`src/rtl/oam_dma_if.sv`:
```
// -----------------------------------------------------------------------------
// oam_dma_if
// Bus bundle between the OAM DMA engine and the system bus.
//
// Signals
//   cpu_addr    [15:0]  CPU address, snooped by the DMA engine
//   cpu_rw              CPU read/write, 1 = read
//   cpu_data_o  [7:0]   CPU write data, snooped
//   mem_data_i  [7:0]   bus read data, valid the cycle after the address
//   cpu_halt            stalls the CPU (RDY low) while 1
//   bus_sel             1 = system bus is driven by the dma_* signals
//   dma_addr    [15:0]  DMA bus address
//   dma_rw              DMA read/write, 1 = read
//   dma_data_o  [7:0]   DMA write data
//   dma_active          1 from the first HALT cycle through the final PUT
//
// Modports
//   master : the DMA engine
//   slave  : the system side (CPU snoop source, memory, bus mux)
// -----------------------------------------------------------------------------
interface oam_dma_if;
    logic [15:0] cpu_addr;
    logic        cpu_rw;
    logic [7:0]  cpu_data_o;
    logic [7:0]  mem_data_i;
    logic        cpu_halt;
    logic        bus_sel;
    logic [15:0] dma_addr;
    logic        dma_rw;
    logic [7:0]  dma_data_o;
    logic        dma_active;

    modport master (
        input  cpu_addr, cpu_rw, cpu_data_o, mem_data_i,
        output cpu_halt, bus_sel, dma_addr, dma_rw, dma_data_o, dma_active
    );

    modport slave (
        output cpu_addr, cpu_rw, cpu_data_o, mem_data_i,
        input  cpu_halt, bus_sel, dma_addr, dma_rw, dma_data_o, dma_active
    );
endinterface

```
`src/rtl/oam_dma.sv`:
```
// -----------------------------------------------------------------------------
// oam_dma
// Sprite DMA engine for the $4014 OAM DMA port. A CPU write to DMA_REG_ADDR
// halts the CPU and copies XFER_LEN bytes from page {data,8'h00} to
// OAMDATA_ADDR, one byte per GET/PUT cycle pair. GETs always fall on even
// cycles, so one ALIGN dummy cycle is inserted when HALT lands on an even
// cycle.
//
// Ports
//   clk     CPU clock, one cycle = one CPU bus cycle
//   rst_n   asynchronous active-low reset
//   bus_if  oam_dma_if.master bundle (CPU snoop inputs, memory read data,
//           halt / bus-select / DMA bus outputs)
// -----------------------------------------------------------------------------
module oam_dma #(
    parameter logic [15:0] DMA_REG_ADDR = 16'h4014,
    parameter logic [15:0] OAMDATA_ADDR = 16'h2004,
    parameter int          XFER_LEN     = 256
) (
    input  logic         clk,
    input  logic         rst_n,
    oam_dma_if.master    bus_if
);

    localparam logic [2:0] S_IDLE  = 3'd0;
    localparam logic [2:0] S_HALT  = 3'd1;
    localparam logic [2:0] S_ALIGN = 3'd2;
    localparam logic [2:0] S_GET   = 3'd3;
    localparam logic [2:0] S_PUT   = 3'd4;

    // Index of the final byte; 8 bits wide so a 256-byte transfer ends at
    // {page,8'hFF} without ever carrying into the page.
    localparam logic [7:0] LAST_IDX = 8'(XFER_LEN - 1);

    logic [2:0] state_q, state_d;
    logic [7:0] page_q,  page_d;
    logic [7:0] count_q, count_d;
    logic [7:0] data_q,  data_d;
    logic       cyc_odd_q;
    logic       busy;

    // Next-state logic
    always_comb begin
        state_d = state_q;
        page_d  = page_q;
        count_d = count_q;
        data_d  = data_q;
        case (state_q)
            S_IDLE: begin
                if (bus_if.cpu_addr == DMA_REG_ADDR && !bus_if.cpu_rw) begin
                    page_d  = bus_if.cpu_data_o;
                    count_d = 8'h00;
                    state_d = S_HALT;
                end
            end
            // An odd HALT means the next cycle is already even: go straight
            // to GET; otherwise burn one ALIGN cycle.
            S_HALT:  state_d = cyc_odd_q ? S_GET : S_ALIGN;
            S_ALIGN: state_d = S_GET;
            S_GET:   state_d = S_PUT;
            S_PUT: begin
                // Remember the byte so dma_data_o holds it after the PUT
                data_d = bus_if.mem_data_i;
                if (count_q == LAST_IDX) begin
                    count_d = 8'h00;
                    state_d = S_IDLE;
                end else begin
                    count_d = count_q + 8'h01;
                    state_d = S_GET;
                end
            end
            default: state_d = S_IDLE;
        endcase
    end

    always_ff @(posedge clk or negedge rst_n) begin
        if (!rst_n) begin
            state_q   <= S_IDLE;
            page_q    <= 8'h00;
            count_q   <= 8'h00;
            data_q    <= 8'h00;
            cyc_odd_q <= 1'b0;
        end else begin
            state_q   <= state_d;
            page_q    <= page_d;
            count_q   <= count_d;
            data_q    <= data_d;
            cyc_odd_q <= ~cyc_odd_q;
        end
    end

    // Outputs are pure decodes of the registered state
    assign busy              = (state_q != S_IDLE);
    assign bus_if.cpu_halt   = busy;
    assign bus_if.bus_sel    = busy;
    assign bus_if.dma_active = busy;
    assign bus_if.dma_rw     = (state_q != S_PUT);

    // PUT passes the byte fetched by the preceding GET straight through
    assign bus_if.dma_data_o = (state_q == S_PUT) ? bus_if.mem_data_i : data_q;

    always_comb begin
        case (state_q)
            S_HALT, S_ALIGN: bus_if.dma_addr = {page_q, 8'h00};
            S_GET:           bus_if.dma_addr = {page_q, count_q};
            S_PUT:           bus_if.dma_addr = OAMDATA_ADDR;
            default:         bus_if.dma_addr = 16'h0000;
        endcase
    end

endmodule

```
`src/flat_wrapper.sv`:
```
// flat-port wrapper written by rule: the top's interface ports become plain ports
module oam_dma_flat 
#(
    parameter logic [15:0] DMA_REG_ADDR = 16'h4014,
    parameter logic [15:0] OAMDATA_ADDR = 16'h2004,
    parameter int          XFER_LEN     = 256
)
  (clk, rst_n, bus_if_cpu_addr, bus_if_cpu_rw, bus_if_cpu_data_o, bus_if_mem_data_i, bus_if_cpu_halt, bus_if_bus_sel, bus_if_dma_addr, bus_if_dma_rw, bus_if_dma_data_o, bus_if_dma_active);
  oam_dma_if bus_if_i ();
  input  logic clk;
  input  logic rst_n;
  input wire logic [$bits(bus_if_i.cpu_addr)-1:0] bus_if_cpu_addr;
  input wire logic [$bits(bus_if_i.cpu_rw)-1:0] bus_if_cpu_rw;
  input wire logic [$bits(bus_if_i.cpu_data_o)-1:0] bus_if_cpu_data_o;
  input wire logic [$bits(bus_if_i.mem_data_i)-1:0] bus_if_mem_data_i;
  output wire logic [$bits(bus_if_i.cpu_halt)-1:0] bus_if_cpu_halt;
  output wire logic [$bits(bus_if_i.bus_sel)-1:0] bus_if_bus_sel;
  output wire logic [$bits(bus_if_i.dma_addr)-1:0] bus_if_dma_addr;
  output wire logic [$bits(bus_if_i.dma_rw)-1:0] bus_if_dma_rw;
  output wire logic [$bits(bus_if_i.dma_data_o)-1:0] bus_if_dma_data_o;
  output wire logic [$bits(bus_if_i.dma_active)-1:0] bus_if_dma_active;
  assign bus_if_i.cpu_addr = bus_if_cpu_addr;
  assign bus_if_i.cpu_rw = bus_if_cpu_rw;
  assign bus_if_i.cpu_data_o = bus_if_cpu_data_o;
  assign bus_if_i.mem_data_i = bus_if_mem_data_i;
  assign bus_if_cpu_halt = bus_if_i.cpu_halt;
  assign bus_if_bus_sel = bus_if_i.bus_sel;
  assign bus_if_dma_addr = bus_if_i.dma_addr;
  assign bus_if_dma_rw = bus_if_i.dma_rw;
  assign bus_if_dma_data_o = bus_if_i.dma_data_o;
  assign bus_if_dma_active = bus_if_i.dma_active;
  oam_dma #(.DMA_REG_ADDR(DMA_REG_ADDR), .OAMDATA_ADDR(OAMDATA_ADDR), .XFER_LEN(XFER_LEN)) u_core (.clk(clk), .rst_n(rst_n), .bus_if(bus_if_i));
endmodule
```
`config.mk`:
```
export PLATFORM = sky130hd
export DESIGN_NAME = oam_dma_flat
export DESIGN_NICKNAME = d
export VERILOG_FILES = /design/src/rtl/oam_dma_if.sv /design/src/rtl/oam_dma.sv /design/src/flat_wrapper.sv
export SDC_FILE = /design/constraint.sdc
export NUM_CORES = 1
export LEC_CHECK = 0
export CORE_AREA = 10 10 67 69
export CTS_BUF_LIST = sky130_fd_sc_hd__clkbuf_2 sky130_fd_sc_hd__clkbuf_4 sky130_fd_sc_hd__clkbuf_8
export DETAILED_ROUTE_END_ITERATION = 10
export DIE_AREA = 0 0 77 79
export HOLD_SLACK_MARGIN = 0.15
export MAX_ROUTING_LAYER = met4
export PLACE_DENSITY = 0.91
export SYNTH_ARGS = -nofsm -noshare
export SYNTH_HDL_FRONTEND = slang
export SYNTH_SLANG_ARGS = --single-unit
```
`constraint.sdc`:
```
create_clock -name clk -period 2.4 [get_ports clk]
set_input_delay 0.36 -clock clk [delete_from_list [all_inputs] [get_ports clk]]
set_output_delay 0.36 -clock clk [all_outputs]
set_load 0.02 [all_outputs]
```
# --- Word-level counts from Yosys, hierarchy flattened ---
# Index checks and enable logic that the tools add are counted.
word_totals:
  ff_bits: 28
  input_bits: 35
  output_inout_bits: 28
classes:
  n_addsub: 1
  mux: 9
  n_reduce_logical: 8
  n_bitwise: 1
  eq_ne: 8
ops:
  columns: ["cell", "n"]
  rows:
  - ["case mux 16 bit (3 select lines)", 1]
  - ["two-way mux 8 bit", 3]
  - ["== test 16 x 15 -> 1 bit (second input constant)", 1]
  - ["case mux 8 bit (2 select lines)", 1]
  - ["case mux 3 bit (5 select lines)", 1]
  - ["adder 8 x 1 -> 8 bit (second input constant)", 1]
  - ["== test 8 bit (second input constant)", 1]
  - ["== test 3 x 2 -> 1 bit (second input constant)", 2]
  - ["AND reduction 2 bit", 2]
  - ["== test 3 x 1 -> 1 bit (second input constant)", 1]
  - ["== test 3 bit (second input constant)", 1]
  - ["logical NOT 3 bit", 1]
  - ["two-way mux 3 bit", 1]
  - ["inequality test 3 bit (second input constant)", 1]
  - ["nonzero test 3 bit", 1]
  - ["two-way mux 2 bit", 1]
  - ["inequality test 2 x 1 -> 1 bit (second input constant)", 1]
  - ["nonzero test 2 bit", 1]
  - ["OR reduction 2 bit", 1]
  - ["logical AND 1 bit", 1]
  - ["logical NOT 1 bit", 1]
  - ["two-way mux 1 bit", 1]
  - ["inverter 1 bit", 1]

# --- Longest topological paths before layout ---
# Gate-level depths: netlist of the first run.
logic_depth:
  depth_word: 4
  ltp_mapped: 6

# --- Worst setup path before layout of the first run ---
# No wires, ideal clock.
synth_timing:
  kind: "flip-flop to output port"
  startpoint: "reg u_core.state_q[0]"
  endpoint: "out bus_if_dma_data_o[0]"
  n_path_buf: 2
  path_slack_ns: 0.729
  t_required_ns: 2.040
  stages_incl_launch_ff: 7
  t_arrival_ns: 1.311
  cell_sequence: "dfrtp_1 nor3b_2 inv_1 buf_2 buf_2 nand2_1 nand2_1"
synth_via:
  elab_chain_cells: 2
synth_rtl:
  columns: ["element", "line_no", "text"]
  rows:
  - ["start: declaration", "oam_dma.sv:35", "logic [2:0] state_q, state_d;"]
  - ["start signal: assignment", "oam_dma.sv:84", "state_q <= state_d;"]
  - ["== test 3 bit", "oam_dma.sv:100", "assign bus_if.dma_data_o = (state_q == S_PUT) ? bus_if.mem_data_i : data_q;"]
  - ["two-way mux 8 bit", "oam_dma.sv:100", null]
  - ["end: declaration", "flat_wrapper.sv:20", "output wire logic [$bits(bus_if_i.dma_data_o)-1:0] bus_if_dma_data_o;"]
# Every way passes these cells.

# --- Worst setup path in the final report of the first run ---
layout_timing:
  startpoint: "reg u_core.state_q[2]"
  endpoint: "out bus_if_dma_addr[1]"
layout_via:
  elab_chain_cells: 3
layout_rtl:
  columns: ["element", "line_no", "text"]
  rows:
  - ["== test 3 x 1 -> 1 bit or == test 3 x 2 -> 1 bit (tied branches)", "oam_dma.sv:103", "case (state_q)"]
  - ["OR reduction 2 bit", "oam_dma.sv:103", null]
  - ["case mux 16 bit (3 select lines) (*)", "oam_dma.sv:103", null]
  - ["end: declaration", "flat_wrapper.sv:18", "output wire logic [$bits(bus_if_i.dma_addr)-1:0] bus_if_dma_addr;"]
# Mark *: on every way between the ends. The rest lies on a longest branch, timed or not.

==> results of run 1 <==
-- final cells by class --
type                            count  area (µm²)  area share, %
Multi-Input combinational cell    107         688           31.2
Sequential cell                    28         702           31.8
Clock buffer                        3        22.5           1.02
Clock inverter                      1        30.0           1.36
Inverter                            5        18.8          0.851
Timing Repair Buffer               68         686           31.1
Tap cell                           46        57.6           2.61
-- per-layer routing --
| metal | track usage, % | routed length (µm) |
|---|---|---|
| met1 | 13.8 | 1470 |
| met2 | 22.2 | 2070 |
| met4 | 3.28 | 53 |
| met3 | 2.14 | 126 |
| met5 | - | 0 |
-- through the flow --
step	utilization [%]	total power, W
2_1_floorplan	-	0.00117
3_3_place_gp	65.4	0.00158
3_5_place_dp	65.4	0.00160
4_1_cts	67.3	0.00191
5_1_grt	68.2	0.00202
6_report	68.2	0.00189
-- registers in the layout, summed over array words and instances, names as in the netlist --
| register | flops |
|---|---|
| u_core.cyc_odd_q | 1 |
| u_core.page_q | 8 |
| u_core.state_q | 3 |
| u_core.data_q | 8 |
| u_core.count_q | 8 |
-- worst paths after layout --
kind | end | start | slack (ns) | cells past startpoint
max in group asynchronous | u_core.state_q[1] | rst_n | 1.75 | 2
hold reg to reg | u_core.cyc_odd_q | u_core.cyc_odd_q | 0.42 | 1
setup / recovery | bus_if_dma_addr[1] | u_core.state_q[2] | 0.12 | 4
min in group clk | u_core.cyc_odd_q | u_core.cyc_odd_q | 0.42 | 1
setup reg to reg | u_core.count_q[0] | u_core.state_q[2] | 0.60 | 7
hold / removal | u_core.data_q[5] | rst_n | 0.38 | 2
-- critical path: cells and delay by family (launching register included) --
family | cells | cell delay [ns]
buf+inv | 2 | 0.72
flops | 1 | 0.47
simple gates | 2 | 0.41
-- cells in the final DEF, fill, tap and decap left out, types with 2 or more instances in the layout --
cell type	synthesis	routed
sky130_fd_sc_hd__buf_4	2	6
sky130_fd_sc_hd__nand3b_1	2	2
sky130_fd_sc_hd__nor2_1	4	3
sky130_fd_sc_hd__mux2_2	5	5
sky130_fd_sc_hd__dfrtp_1	28	27
sky130_fd_sc_hd__dlymetal6s2s_1	0	9
sky130_fd_sc_hd__nor3_1	3	3
sky130_fd_sc_hd__clkdlybuf4s50_1	0	51
sky130_fd_sc_hd__nor2b_1	2	2
sky130_fd_sc_hd__nand3_1	2	2
sky130_fd_sc_hd__dlygate4sd2_1	0	2
sky130_fd_sc_hd__and2_1	15	15
sky130_fd_sc_hd__nor2_4	1	2
sky130_fd_sc_hd__nand2_1	38	38
sky130_fd_sc_hd__inv_1	5	4
sky130_fd_sc_hd__o21ai_0	11	11
sky130_fd_sc_hd__mux2_4	3	3
sky130_fd_sc_hd__clkbuf_4	0	3
sky130_fd_sc_hd__a21oi_1	2	2
-- kinds of logic after synthesis --
kind of cell               synth area share (%)
xor gates and xnor gates                   1.21
AOI/OAI and AO/OA                          7.70
adders and majority gates                 0.865
and+or+nand+nor                            30.2
muxes                                      7.01
DFF                                        48.4
buffers and inverters                      4.58
-- report_power, final --
group          total (W)  internal [W]  switching [W]
registers       0.000667      0.000585      0.0000824
logic           0.000911      0.000401       0.000510
clock network   0.000308      0.000169       0.000139
-- repair_timing --
action,CTS,global route
buffers inserted,1,0
pin swaps,1,0
setup endpoints to repair,14,22
gates resized for setup,4,12
==> flow_summary.rst, run 1 <==
.. list-table::
   :header-rows: 1

   * - Metric
     - Value
   * - Status
     - completed
   * - Slew Limit Headroom
     - 76.9%
   * - Post-route non-filler standard cell count
     - 258
   * - Max rail drop VDD
     - 0.393 mV
   * - Max capacitance violation total
     - 0
   * - Worst setup path class
     - flip-flop to primary output
   * - Number of global-route vias before repair
     - 1279
   * - Final Net Count
     - 249
   * - Top-count cell post-synth
     - sky130_fd_sc_hd__nand2_1
   * - Clock tree root driver cell
     - sky130_fd_sc_hd__clkbuf_4
   * - Top cell types by occurrence after synthesis
     - sky130_fd_sc_hd__nand2_1 (38), sky130_fd_sc_hd__dfrtp_1 (28), sky130_fd_sc_hd__and2_1 (15)
   * - Area share of the largest cell type after synthesis
     - 48.4%
   * - Share of layout cells above drive strength 1
     - 14.6%
   * - Number of fillers in the final layout
     - 258
   * - Pre-Repair DR Iteration Count
     - 4
   * - Synthesis-to-finish area growth
     - 52.4%
   * - Via/cell ratio
     - 4.81
   * - Maximum clock frequency
     - 0.438 GHz
   * - Actual transition at the worst max-transition pin
     - 0.347 ns
   * - Crit share post-route
     - 95.2%
   * - Count of antenna-violating nets left after detailed routing
     - 0
   * - Starting Density
     - 44.8%
   * - Number of input and output port buffers inserted
     - 62
   * - Total die area
     - 0.00608 mm²
   * - Placer's final routability congestion estimate
     - 0.793
   * - Setup violation total in the final timing report
     - 0
   * - Arrival time of the worst setup path
     - 1.92 ns
   * - Endpoint type of the worst setup path
     - primary output
   * - Cell chain of the critical path
     - inv_1 > and3_2 > and2_1 > clkdlybuf4s50_1
   * - Overall track demand over capacity in global routing
     - 12.3%
   * - Number of antenna violations at the first check in global routing
     - 0
   * - Share of flip-flops with an asynchronous set or reset
     - 100%
   * - CTS H-tree depth
     - 1
   * - CTS sink count
     - 28
   * - Total core area
     - 0.00323 mm²
   * - Unrepaired setup endpoints after global routing
     - no
   * - Width of the die
     - 77 µm
   * - Clock insertion delay at the later pin of the skew report
     - 0.33 ns
   * - Count of cell types in the netlist
     - 37
   * - Average footprint of a synthesized cell
     - 9.84 µm²
   * - Cell type contributing the most total cell area after synthesis
     - sky130_fd_sc_hd__dfrtp_1
   * - Number of enable flip-flop cells after synthesis
     - 0
   * - Residual overflow from global routing
     - 0
   * - Final Max Tran Viols
     - 0
   * - Post-placement worst setup slack
     - 0.254 ns
   * - Clock skew
     - 0.0136 ns
   * - DRC violation count after routing
     - 0
   * - Summed instance area of the synthesized netlist
     - 0.00145 mm²
   * - Register bit total from synthesis
     - 28
   * - Leakage Power
     - 1.06 nW
   * - Die extent in y
     - 79 µm
   * - Global-route wire length before repair
     - 6.11 mm
   * - Initial DRC count
     - 82
   * - Shortest period the worst path allows
     - 2.28 ns
   * - Worst hold slack
     - 0.376 ns
   * - Top FF cell, synth
     - sky130_fd_sc_hd__dfrtp_1
   * - Largest fanout of any net on the critical path
     - 9
   * - Count of synthesis-stage warnings from yosys
     - 0
   * - Avg WL per Cell
     - 14.4 µm
   * - Number of vias in the routed layout
     - 1241
   * - Critical Path Slowest Stage Cell
     - sky130_fd_sc_hd__clkdlybuf4s50_1
   * - Total negative slack
     - 0 ns
   * - Total non-filler cell area in the finished layout
     - 0.00220 mm²
   * - Number of primary I/O pins
     - 63
   * - Syn_nets
     - 183
   * - Share of the yosys chip area belonging to registers
     - 48.4%
   * - Inserted Clock Buffers
     - 3
   * - Hold Crit Class
     - input port to async pin
   * - Synthesized instance count
     - 147
   * - Required time at the endpoint of the critical path
     - 2.04 ns
   * - Number of failing hold endpoints at the final stage
     - 0
   * - Post-route worst setup slack
     - 0.116 ns
   * - Post-DP HPWL
     - 2.85 mm
   * - Total placed cells including tap cells
     - 253
   * - CTS max path bufs
     - 2
   * - Overall routed net length
     - 3.72 mm
   * - Site Rows
     - 21
   * - TritonCTS clock tree
     - yes
   * - Power per cell area
     - 856 mW/mm²
   * - # diodes
     - 0
   * - Worst Setup Start Kind
     - flip-flop
   * - Placed standard-cell area
     - 0.00211 mm²
   * - Main area contributors after synthesis
     - sky130_fd_sc_hd__dfrtp_1 (48%), sky130_fd_sc_hd__nand2_1 (9.9%), sky130_fd_sc_hd__and2_1 (6.5%)
   * - Maximum number of pins on one net before global-route repair
     - 29
   * - Slowest Stage Delay on Critical Path
     - 0.62 ns
   * - Clock Pin Slew Worst Setup and Hold Paths
     - 0.16 ns
   * - Number of buffers inserted by hold repair at cts
     - 0
Power figures use the tool's default switching activity.
==> run 2, diff against run 1 <==
ABC_CLOCK_PERIOD_IN_PS = 2400   (was unset)
==> results of run 2 <==
No change in the layout: final DEF, timing and power equal those of run 1.
